<file path="src/rtl/packet_merge_2to1.sv">
// Two-input round-robin packet merge with a single registered output slot.
// Optional per-input accepted-packet counters are enabled by defining MERGE_STATS_EN.
module packet_merge_2to1 #(
   parameter int DWIDTH = 8,
   parameter int PWIDTH = 47,
   parameter int CNTW   = 16
) (
   input  logic              clk,
   input  logic              rst,
   input  logic              in0_valid,
   output logic              in0_ready,
   input  logic [PWIDTH-1:0] in0_packet,
   input  logic              in1_valid,
   output logic              in1_ready,
   input  logic [PWIDTH-1:0] in1_packet,
   output logic              out_valid,
   input  logic              out_ready,
   output logic [PWIDTH-1:0] out_packet,
   output logic              out_src
`ifdef MERGE_STATS_EN
   ,
   output logic [CNTW-1:0]   cnt0,
   output logic [CNTW-1:0]   cnt1
`endif
);

   // Handshake rule for all three ports: a packet moves on a rising edge
   // exactly when valid and ready are both high; valid never waits for ready.

   if (DWIDTH > PWIDTH) begin : g_width_check
      $error("packet_merge_2to1: DWIDTH must not exceed PWIDTH");
   end

   typedef enum logic {
      S_EMPTY = 1'b0,
      S_FULL  = 1'b1
   } state_t;

   state_t state;
   state_t state_next;
   logic   prio;
   logic   load;
   logic   grant_any;
   logic   grant_idx;
   logic   take0;
   logic   take1;

   always_ff @(posedge clk or posedge rst) begin
      if (rst) begin
         state <= S_EMPTY;
      end else begin
         state <= state_next;
      end
   end

   always_comb begin
      state_next = state;
      load       = 1'b0;
      grant_any  = 1'b0;
      grant_idx  = 1'b0;
      in0_ready  = 1'b0;
      in1_ready  = 1'b0;
      take0      = 1'b0;
      take1      = 1'b0;

      // The slot can accept when empty or when its packet leaves this cycle.
      load      = (state == S_EMPTY) || out_ready;
      grant_any = in0_valid || in1_valid;
      grant_idx = (in0_valid && in1_valid) ? prio : in1_valid;
      in0_ready = !rst && load && grant_any && !grant_idx;
      in1_ready = !rst && load && grant_any && grant_idx;
      take0     = in0_valid && in0_ready;
      take1     = in1_valid && in1_ready;

      if (take0 || take1) begin
         state_next = S_FULL;
      end else if ((state == S_FULL) && out_ready) begin
         state_next = S_EMPTY;
      end
   end

   assign out_valid = (state == S_FULL);

   // Payload and source hold their last values when the slot drains.
   always_ff @(posedge clk or posedge rst) begin
      if (rst) begin
         out_packet <= '0;
         out_src    <= 1'b0;
         prio       <= 1'b0;
      end else if (take0) begin
         out_packet <= in0_packet;
         out_src    <= 1'b0;
         prio       <= 1'b1;
      end else if (take1) begin
         out_packet <= in1_packet;
         out_src    <= 1'b1;
         prio       <= 1'b0;
      end
   end

`ifdef MERGE_STATS_EN
   // Saturating counters: they stick at all-ones instead of wrapping.
   always_ff @(posedge clk or posedge rst) begin
      if (rst) begin
         cnt0 <= '0;
         cnt1 <= '0;
      end else begin
         if (take0 && (cnt0 != {CNTW{1'b1}})) begin
            cnt0 <= cnt0 + 1'b1;
         end
         if (take1 && (cnt1 != {CNTW{1'b1}})) begin
            cnt1 <= cnt1 + 1'b1;
         end
      end
   end
`endif

endmodule

</file>
<file path="config.mk">
export PLATFORM = sky130hd
export DESIGN_NAME = packet_merge_2to1
export DESIGN_NICKNAME = d
export VERILOG_FILES = /design/src/rtl/packet_merge_2to1.sv
export SDC_FILE = /design/constraint.sdc
export NUM_CORES = 1
export LEC_CHECK = 0
export ABC_AREA = 1
export CAP_MARGIN = 20
export CORE_MARGIN = 4
export CORE_UTILIZATION = 40
export DETAILED_ROUTE_END_ITERATION = 10
export PLACE_DENSITY_LB_ADDON = 0.05
export SYNTH_ARGS = -nofsm -noshare
export SYNTH_HDL_FRONTEND = slang
export SYNTH_SLANG_ARGS = --single-unit
</file>
<file path="constraint.sdc">
create_clock -name clk -period 4.9 [get_ports clk]
set_clock_uncertainty 0.05 [all_clocks]
set_input_delay 1.225 -clock clk [delete_from_list [all_inputs] [get_ports clk]]
set_output_delay 1.225 -clock clk [all_outputs]
set_load 0.02 [all_outputs]
</file>
* Yosys cells after proc, flatten, opt, wreduce, memory -nomap -nowiden
Cells that the tools add are included.
** Operators by class
- Bitwise gates (word level) :: 1
- Muxes and demuxes :: 9
- Reduce and logical (&&, ||, !) cells :: 15
** Operators by type and width (number)
- 47-bit two-way mux :: 2
- 1-bit logical AND :: 8
- 1-bit two-way mux :: 7
- 2-bit nonzero test :: 2
- 1-bit logical OR :: 3
- 1-bit zero test :: 2
- 1-bit inverter :: 1
** Word-level totals
- Bits of input ports :: 99
- Bits in registers :: 50
- Output and inout port bits :: 51
- Word-level logic and storage cells :: 29

* Logic depth before layout (Yosys ltp)
Gate-level depths: netlist of run 1.
- Depth in word-level cells :: 8
- Depth in mapped cells :: 8
- Depth with buffers taken out :: 6

* Worst setup path before layout of run 1
OpenSTA, ideal clock, no wires.
- Path kind :: input-to-output
- Start point :: input rst
- End point :: output in0_ready
- Setup slack :: 463 ps
- Data required time :: 3625 ps
- Stages :: 5
- Data arrival time :: 3162 ps
- Path buffers :: 2
- Cells stage by stage :: inv_1 nand3_1 buf_4 buf_2 nor2_1
** On the way
- Word-level cells in the longest chain between the ends :: 4
** Ends and longest elaborated chain
- start, declared :: line 9 : input logic rst,
- 1-bit zero test (no line)
- 1-bit logical AND (3 in series) :: line 70 : in0_ready = !rst && load && grant_any && !grant_idx;
- end, declared :: line 11 : output logic in0_ready,
No other way between the ends.

* Final worst setup path of run 1
- Start point :: input in0_valid
- End point :: output in0_ready
** On the way
- Word-level cells in the longest chain between the ends :: 4
- Elaborated cells between the ends (all ways) :: 6
- Classes of those cells :: 1 x mux; 5 x reduce/logical
** Ends and longest elaborated chain
- start, declared :: line 10 : input logic in0_valid,
- 1-bit logical AND :: line 69 : grant_idx = (in0_valid && in1_valid) ? prio : in1_valid;
- 1-bit two-way mux :: line 69
- 1-bit zero test :: line 70
- 1-bit logical AND (*) :: line 70
Every way passes the cells marked *; elsewhere a longest branch is shown, timed or not.

==> impl_metrics.xml, run 1 <==
<?xml version="1.0" encoding="UTF-8"?>
<metrics>
  <group name="setup_path">
    <metric name="setup.worst_path.end_class" unit="">primary output</metric>
    <metric name="cp_max_fo" unit="">4</metric>
    <metric name="worst-endpoint-required" unit="ns">3.62</metric>
    <metric name="critical_path_cell_count" unit="">6</metric>
    <metric name="endpoint_of_the_most_critical_register_to_register_path" unit="">out_packet[26]</metric>
    <metric name="critical_path.n_buffers_inverters" unit="">3</metric>
    <metric name="arrival_time_at_the_worst_endpoint" unit="ns">2.77</metric>
    <metric name="worstSetupStartpointType" unit="">primary input</metric>
    <metric name="critical_path_class" unit="">primary input to primary output</metric>
    <metric name="startpoint_of_the_worst_register_to_register_path" unit="">prio</metric>
    <metric name="critical_path.top_delay_family" unit="">buffers and inverters</metric>
    <metric name="timing.critical_path.slowest_stage_cell" unit="">sky130_fd_sc_hd__clkdlybuf4s50_1</metric>
    <metric name="timing.reg2reg.setup_slack" unit="ns">3.30</metric>
    <metric name="r2r_cells" unit="">7</metric>
    <metric name="cp_common_cell" unit="">sky130_fd_sc_hd__clkdlybuf4s50_1</metric>
    <metric name="timing.critical_path.cells" unit="">clkdlybuf4s50_1, inv_2, nand2_1, nand3_4, nor2_1, clkdlybuf4s50_1</metric>
    <metric name="worst_path_largest_cell_delay" unit="ns">0.64</metric>
  </group>
  <group name="timing">
    <metric name="maximum_clock_frequency" unit="MHz">247</metric>
    <metric name="slew_violations" unit="">0</metric>
    <metric name="finalWorstSetupSlack" unit="ns">0.851</metric>
    <metric name="final_min_period_over_clock_period" unit="%">82.6</metric>
    <metric name="setup_viol" unit="">0</metric>
    <metric name="worst_slew_margin" unit="%">30.8</metric>
    <metric name="hold_viol" unit="">0</metric>
    <metric name="finalWorstPathRequiredPeriod" unit="ns">4.05</metric>
    <metric name="setup_repair_after_global_routing_missed_its_margin" unit="">false</metric>
    <metric name="worst_slew_pin_slew" unit="ns">1.03</metric>
    <metric name="final.setup.tns" unit="ns">0</metric>
  </group>
  <group name="die">
    <metric name="rows" unit="">30</metric>
    <metric name="die_height" unit="um">93.5</metric>
    <metric name="design.portCount" unit="">150</metric>
    <metric name="die_ar" unit="um^2">8740</metric>
    <metric name="effective_utilization_at_floorplan" unit="%">42.1</metric>
    <metric name="die_w" unit="um">93.5</metric>
    <metric name="floorplan.core_area" unit="um^2">6940</metric>
  </group>
  <group name="routing">
    <metric name="route.vias.total" unit="">3068</metric>
    <metric name="final_antenna_net_count" unit="">0</metric>
    <metric name="initialDrtViolationCount" unit="">124</metric>
    <metric name="topRoutingLayerUsed" unit="">met4</metric>
    <metric name="wl_met1" unit="um">3490</metric>
    <metric name="met2WireLength" unit="um">4010</metric>
    <metric name="detail_route.wirelength" unit="um">8360</metric>
    <metric name="wl_per_cell" unit="um">12.7</metric>
    <metric name="drc" unit="">0</metric>
    <metric name="dr_wl_met3" unit="um">792</metric>
    <metric name="post_drt_via_cell_ratio" unit="">4.67</metric>
    <metric name="drt_first_pass_iters" unit="">4</metric>
  </group>
  <group name="final_layout">
    <metric name="final_nets" unit="">660</metric>
    <metric name="n_antenna_cell" unit="">0</metric>
    <metric name="layout_cells_sized_above_1" unit="%">3.39</metric>
    <metric name="register_area" unit="um^2">1250</metric>
    <metric name="flow.area_growth_from_synthesis" unit="%">54.3</metric>
    <metric name="num-fill-cells" unit="">639</metric>
    <metric name="multi_input_area" unit="um^2">1150</metric>
  </group>
  <group name="yosys">
    <metric name="synth_cells" unit="">430</metric>
    <metric name="post_synth_most_frequent_cells" unit="">148 x sky130_fd_sc_hd__nand2_1, 96 x sky130_fd_sc_hd__inv_1, 50 x sky130_fd_sc_hd__dfrtp_1</metric>
    <metric name="asyncSetResetFlopFracSynth" unit="%">100</metric>
    <metric name="post-synth-top-area-cell" unit="">sky130_fd_sc_hd__dfrtp_1</metric>
    <metric name="most_used_dff_post_synth" unit="">sky130_fd_sc_hd__dfrtp_1</metric>
    <metric name="seq_area_frac_synth" unit="%">42.8</metric>
    <metric name="synth-edff-count" unit="">0</metric>
    <metric name="netlist.area_leader.share" unit="%">42.8</metric>
    <metric name="synth_area_per_cell" unit="um^2">6.80</metric>
    <metric name="synthesis.area" unit="um^2">2920</metric>
    <metric name="synth_fp_nets" unit="">529</metric>
    <metric name="most_frequent_cell_after_synthesis" unit="">sky130_fd_sc_hd__nand2_1</metric>
    <metric name="yosys.cell_types.count" unit="">14</metric>
    <metric name="leading_cell_types_by_total_area_after_synthesis" unit="">sky130_fd_sc_hd__dfrtp_1 43%, sky130_fd_sc_hd__nand2_1 19%, sky130_fd_sc_hd__inv_1 12%</metric>
    <metric name="ys_ff_latch" unit="">50</metric>
    <metric name="ys.warnings.count" unit="">0</metric>
  </group>
  <group name="clock_tree">
    <metric name="clk_transition_reported_paths" unit="ns">0.08</metric>
    <metric name="cts_post_setup_buffers_inserted" unit="">0</metric>
    <metric name="clock-sinks" unit="">50</metric>
    <metric name="ctsHtreeMaxLevel" unit="">2</metric>
    <metric name="tritoncts" unit="">done</metric>
    <metric name="post_cts.resized_instances" unit="">0</metric>
    <metric name="clock_tree_root" unit="">sky130_fd_sc_hd__clkbuf_8</metric>
    <metric name="cts_buffer_count" unit="">5</metric>
    <metric name="postCtsHoldBufs" unit="">0</metric>
    <metric name="clk-insertion-delay-late" unit="ns">0.29</metric>
    <metric name="cts-root-to-sink-buffers" unit="">2</metric>
  </group>
  <group name="power_and_ir_drop">
    <metric name="total_power" unit="W">0.00131</metric>
    <metric name="comb_power_share" unit="%">42.6</metric>
    <metric name="flop_pwr_share" unit="%">40.6</metric>
    <metric name="p_leak" unit="nW">2.35</metric>
    <metric name="max-vdd-ir-drop" unit="V">0.000145</metric>
    <metric name="switching_share" unit="%">34.8</metric>
    <metric name="internal-power" unit="W">0.000855</metric>
    <metric name="power.switching" unit="W">0.000456</metric>
    <metric name="clockPowerShare" unit="%">16.7</metric>
    <metric name="power_density" unit="nW/um^2">291</metric>
  </group>
  <group name="global_routing">
    <metric name="grt_antenna_before_repair" unit="">0</metric>
    <metric name="grt_first_pass_wirelength" unit="um">13800</metric>
    <metric name="grt_max_degree" unit="">67</metric>
    <metric name="track_usage" unit="%">19.4</metric>
    <metric name="grt_overflow_total" unit="">0</metric>
    <metric name="vias_in_the_first_global_route" unit="">2913</metric>
  </group>
  <group name="min_path">
    <metric name="hp-start" unit="">out_packet[3]</metric>
    <metric name="type_of_the_worst_min_delay_path" unit="">flop to flop</metric>
    <metric name="hold_end" unit="">out_packet[3]</metric>
    <metric name="min_path_cells" unit="">2</metric>
  </group>
  <group name="placed_design">
    <metric name="hpwl" unit="um">5900</metric>
    <metric name="globalplace.congestion" unit="">0.759</metric>
    <metric name="port_buffers" unit="">149</metric>
    <metric name="placement.setup.worst_slack" unit="ns">0.848</metric>
  </group>
  <group name="status">
    <metric name="outcome" unit="">finished clean</metric>
  </group>
  <group name="job">
    <metric name="timing.max_cap.violations" unit="">0</metric>
  </group>
</metrics>
kinds of logic (layout without fill, tap and decap cells):
group                  after synthesis  after routing  synth area share, %
AO/OA/AOI/OAI                       50             50                 8.69
buffers and inverters              130            261                 18.8
flip-flops                          50             50                 42.8
AND/OR/NAND/NOR                    200            200                 29.8
metal layers:
metal  global-route usage [%]  up-vias
met5                        0        -
met4                     4.52        0
met3                     4.99        6
met2                     32.8      105
met1                     25.0     1387
li1                         -     1570
power by group through the flow:
stage          Sequential [W]  Combinational [W]  Clock [W]
2_1_floorplan        0.000638           0.000179          0
3_3_place_gp         0.000538           0.000557          0
3_5_place_dp         0.000540           0.000564          0
4_1_cts              0.000533           0.000566   0.000230
5_1_grt              0.000543           0.000608   0.000246
6_report             0.000532           0.000559   0.000219
worst reg2reg max path, stage by stage (launching register included):
cell	delay, ns
sky130_fd_sc_hd__dfrtp_1	0.40
sky130_fd_sc_hd__inv_2	0.08
sky130_fd_sc_hd__nand2_1	0.05
sky130_fd_sc_hd__nand2_1	0.08
sky130_fd_sc_hd__buf_4	0.44
sky130_fd_sc_hd__nand4_1	0.20
sky130_fd_sc_hd__nand2_1	0.13
sky130_fd_sc_hd__nand2_1	0.06
state kept, by name, indices dropped and copies added (netlist names):
| name | cells |
|---|---|
| out_packet | 47 |
| out_src | 1 |
| out_valid | 1 |
| prio | 1 |
cell type report:
type                    count  share of cell area (%)
clock buffers               7                    1.69
inverters                  99                    8.24
well taps                  96                    2.66
multi-input cells         250                    25.6
flip-flops and latches     50                    27.7
repair buffers            155                    34.1
worst max-delay path by stage:
| stage | startpoint | end |
|---|---|---|
| global route | in0_valid | in1_ready |
| floorplan | rst | in0_ready |
| detailed placement | in0_valid | in0_ready |
| finish | in0_valid | in0_ready |
| CTS | in0_valid | in0_ready |
| global placement | in0_valid | in1_ready |
per-stage QoR:
stage	utilization, %	area, um^2	hold WS [ns]	instances
3_3_place_gp	63.8	4430	0.410	650
6_report	64.9	4510	0.428	657
2_1_floorplan	-	2920	0.429	430
5_1_grt	64.9	4510	0.450	657
4_1_cts	64.9	4510	0.438	657
3_5_place_dp	63.8	4430	0.415	650
layout by cell type, fill, tap and decap left out:
master and count:
sky130_fd_sc_hd__clkdlybuf4s50_1 149, sky130_fd_sc_hd__dfrtp_1 50, sky130_fd_sc_hd__buf_4 6, sky130_fd_sc_hd__clkbuf_1 2, sky130_fd_sc_hd__inv_2 4, sky130_fd_sc_hd__nand2_1 147, sky130_fd_sc_hd__clkbuf_8 5, sky130_fd_sc_hd__a21oi_4 1
sky130_fd_sc_hd__nand3_4 1, sky130_fd_sc_hd__nand4_1 47, sky130_fd_sc_hd__inv_1 95, sky130_fd_sc_hd__nor2_4 1, sky130_fd_sc_hd__a21oi_1 47, sky130_fd_sc_hd__o21ai_1 2, sky130_fd_sc_hd__nand2_2 1, sky130_fd_sc_hd__nor2_1 3
Note: power is estimated with default switching activity, not from simulation.
==> run 2: changes to the inputs <==
==> constraint.sdc (replaced) <==
create_clock -name clk -period 4.2 [get_ports clk]
set_clock_uncertainty 0.05 [all_clocks]
set_input_delay 1.05 -clock clk [delete_from_list [all_inputs] [get_ports clk]]
set_output_delay 1.05 -clock clk [all_outputs]
set_load 0.02 [all_outputs]
==> impl_metrics.xml, run 2 (synthesis results as in run 1) <==
<?xml version="1.0" encoding="UTF-8"?>
<metrics>
  <group name="status">
    <metric name="outcome" unit="">finished clean</metric>
  </group>
  <group name="global_routing">
    <metric name="grt_antenna_before_repair" unit="">0</metric>
    <metric name="grt_overflow_total" unit="">0</metric>
    <metric name="grt_first_pass_wirelength" unit="um">14000</metric>
    <metric name="grt_max_degree" unit="">74</metric>
    <metric name="vias_in_the_first_global_route" unit="">2949</metric>
    <metric name="track_usage" unit="%">19.9</metric>
  </group>
  <group name="clock_tree">
    <metric name="clock-sinks" unit="">50</metric>
    <metric name="clk-insertion-delay-late" unit="ns">0.30</metric>
    <metric name="clock_tree_root" unit="">sky130_fd_sc_hd__clkbuf_8</metric>
    <metric name="cts-root-to-sink-buffers" unit="">2</metric>
    <metric name="ctsHtreeMaxLevel" unit="">2</metric>
    <metric name="cts_buffer_count" unit="">5</metric>
    <metric name="cts_post_setup_buffers_inserted" unit="">0</metric>
    <metric name="tritoncts" unit="">done</metric>
    <metric name="post_cts.resized_instances" unit="">0</metric>
    <metric name="postCtsHoldBufs" unit="">0</metric>
    <metric name="clk_transition_reported_paths" unit="ns">0.09</metric>
  </group>
  <group name="job">
    <metric name="timing.max_cap.violations" unit="">0</metric>
  </group>
  <group name="timing">
    <metric name="slew_violations" unit="">0</metric>
    <metric name="worst_slew_pin_slew" unit="ns">0.701</metric>
    <metric name="maximum_clock_frequency" unit="MHz">269</metric>
    <metric name="setup_repair_after_global_routing_missed_its_margin" unit="">false</metric>
    <metric name="worst_slew_margin" unit="%">53.3</metric>
    <metric name="final.setup.tns" unit="ns">0</metric>
    <metric name="setup_viol" unit="">0</metric>
    <metric name="hold_viol" unit="">0</metric>
    <metric name="finalWorstPathRequiredPeriod" unit="ns">3.72</metric>
    <metric name="final_min_period_over_clock_period" unit="%">88.5</metric>
  </group>
  <group name="die">
    <metric name="die_ar" unit="um^2">8740</metric>
    <metric name="effective_utilization_at_floorplan" unit="%">42.1</metric>
    <metric name="die_height" unit="um">93.5</metric>
    <metric name="rows" unit="">30</metric>
    <metric name="die_w" unit="um">93.5</metric>
    <metric name="floorplan.core_area" unit="um^2">6940</metric>
    <metric name="design.portCount" unit="">150</metric>
  </group>
  <group name="setup_path">
    <metric name="critical_path_class" unit="">primary input to primary output</metric>
    <metric name="worst-endpoint-required" unit="ns">3.10</metric>
    <metric name="setup.worst_path.end_class" unit="">primary output</metric>
    <metric name="r2r_cells" unit="">7</metric>
    <metric name="worstSetupStartpointType" unit="">primary input</metric>
    <metric name="cp_max_fo" unit="">4</metric>
    <metric name="arrival_time_at_the_worst_endpoint" unit="ns">2.62</metric>
  </group>
  <group name="min_path">
    <metric name="min_path_cells" unit="">2</metric>
    <metric name="type_of_the_worst_min_delay_path" unit="">flop to flop</metric>
  </group>
  <group name="routing">
    <metric name="route.vias.total" unit="">3066</metric>
    <metric name="drc" unit="">0</metric>
    <metric name="final_antenna_net_count" unit="">0</metric>
    <metric name="detail_route.wirelength" unit="um">8650</metric>
    <metric name="wl_per_cell" unit="um">13.1</metric>
    <metric name="post_drt_via_cell_ratio" unit="">4.66</metric>
    <metric name="initialDrtViolationCount" unit="">110</metric>
    <metric name="drt_first_pass_iters" unit="">4</metric>
  </group>
  <group name="placed_design">
    <metric name="globalplace.congestion" unit="">0.762</metric>
    <metric name="hpwl" unit="um">5960</metric>
    <metric name="port_buffers" unit="">149</metric>
  </group>
  <group name="power_and_ir_drop">
    <metric name="max-vdd-ir-drop" unit="V">0.000175</metric>
    <metric name="p_leak" unit="nW">2.36</metric>
    <metric name="power_density" unit="nW/um^2">341</metric>
    <metric name="total_power" unit="W">0.00154</metric>
  </group>
  <group name="final_layout">
    <metric name="register_area" unit="um^2">1250</metric>
    <metric name="multi_input_area" unit="um^2">1150</metric>
    <metric name="num-fill-cells" unit="">644</metric>
    <metric name="final_common_cell" unit="">sky130_fd_sc_hd__clkdlybuf4s50_1</metric>
    <metric name="flow.area_growth_from_synthesis" unit="%">54.6</metric>
    <metric name="n_antenna_cell" unit="">0</metric>
    <metric name="regMostFlops" unit="">out_packet</metric>
    <metric name="mostFrequentLayoutCells" unit="">149 x sky130_fd_sc_hd__clkdlybuf4s50_1, 147 x sky130_fd_sc_hd__nand2_1, 95 x sky130_fd_sc_hd__inv_1, 50 x sky130_fd_sc_hd__dfrtp_1</metric>
    <metric name="final_nets" unit="">661</metric>
    <metric name="layout_cells_sized_above_1" unit="%">3.91</metric>
    <metric name="max_ffs_per_register" unit="">47</metric>
  </group>
</metrics>
## run 2: final cells by class
class / instances / area share (%)
clock buffers: 5 / 1.52
clock inverters: 2 / 0.221
inverters: 99 / 8.22
multi-input cells: 250 / 25.5
flip-flops and latches: 50 / 27.7
well taps: 96 / 2.66
repair buffers: 156 / 34.2
## run 2: metal layers
metal / up-vias / routed length (um) / global-route usage [%]
met2: 107 / 4030 / 33.0
li1: 1577 / - / -
met4: 0 / 123 / 5.25
met1: 1370 / 3660 / 25.1
met5: - / 0 / 0
met3: 12 / 832 / 6.36
## run 2: path summary, 6_finish.rpt
| check | to | slack [ns] | startpoint |
|---|---|---|---|
| worst max register to register | out_packet[14] | 2.63 | prio |
| min in group asynchronous | out_packet[19] | 1.32 | rst |
| worst min register to register | out_packet[14] | 0.43 | out_packet[14] |
| max in group asynchronous | out_packet[37] | 2.36 | rst |
| worst min-delay path | out_packet[14] | 0.43 | out_packet[14] |
| worst max-delay path | in0_ready | 0.48 | in0_valid |
## run 2: power breakdown
| part | switching [W] | total, W | internal (W) |
|---|---|---|---|
| Combinational | 0.000345 | 0.000654 | 0.000309 |
| Clock | 0.000152 | 0.000264 | 0.000112 |
| Sequential | 0.0000488 | 0.000622 | 0.000573 |
| Total | 0.000545 | 0.00154 | 0.000995 |
## run 2: worst max-delay path, stage by stage
cell	delay (ns)
sky130_fd_sc_hd__clkdlybuf4s50_1	0.59
sky130_fd_sc_hd__inv_2	0.04
sky130_fd_sc_hd__nand2_1	0.10
sky130_fd_sc_hd__nand3_4	0.08
sky130_fd_sc_hd__nor2_1	0.09
sky130_fd_sc_hd__clkdlybuf4s50_1	0.66
## run 2: per-stage QoR
| step | area (um^2) | setup slack (ns) | std cells | util [%] | hold slack, ns |
|---|---|---|---|---|---|
| 4_1_cts | 4520 | 0.468 | 658 | 65.1 | 0.438 |
| 5_1_grt | 4520 | 0.386 | 658 | 65.1 | 0.451 |
| 3_5_place_dp | 4440 | 0.474 | 651 | 63.9 | 0.414 |
| 6_report | 4520 | 0.482 | 658 | 65.1 | 0.432 |
| 2_1_floorplan | 2920 | 0.113 | 430 | - | 0.429 |
| 3_3_place_gp | 4440 | 0.504 | 651 | 63.9 | 0.410 |
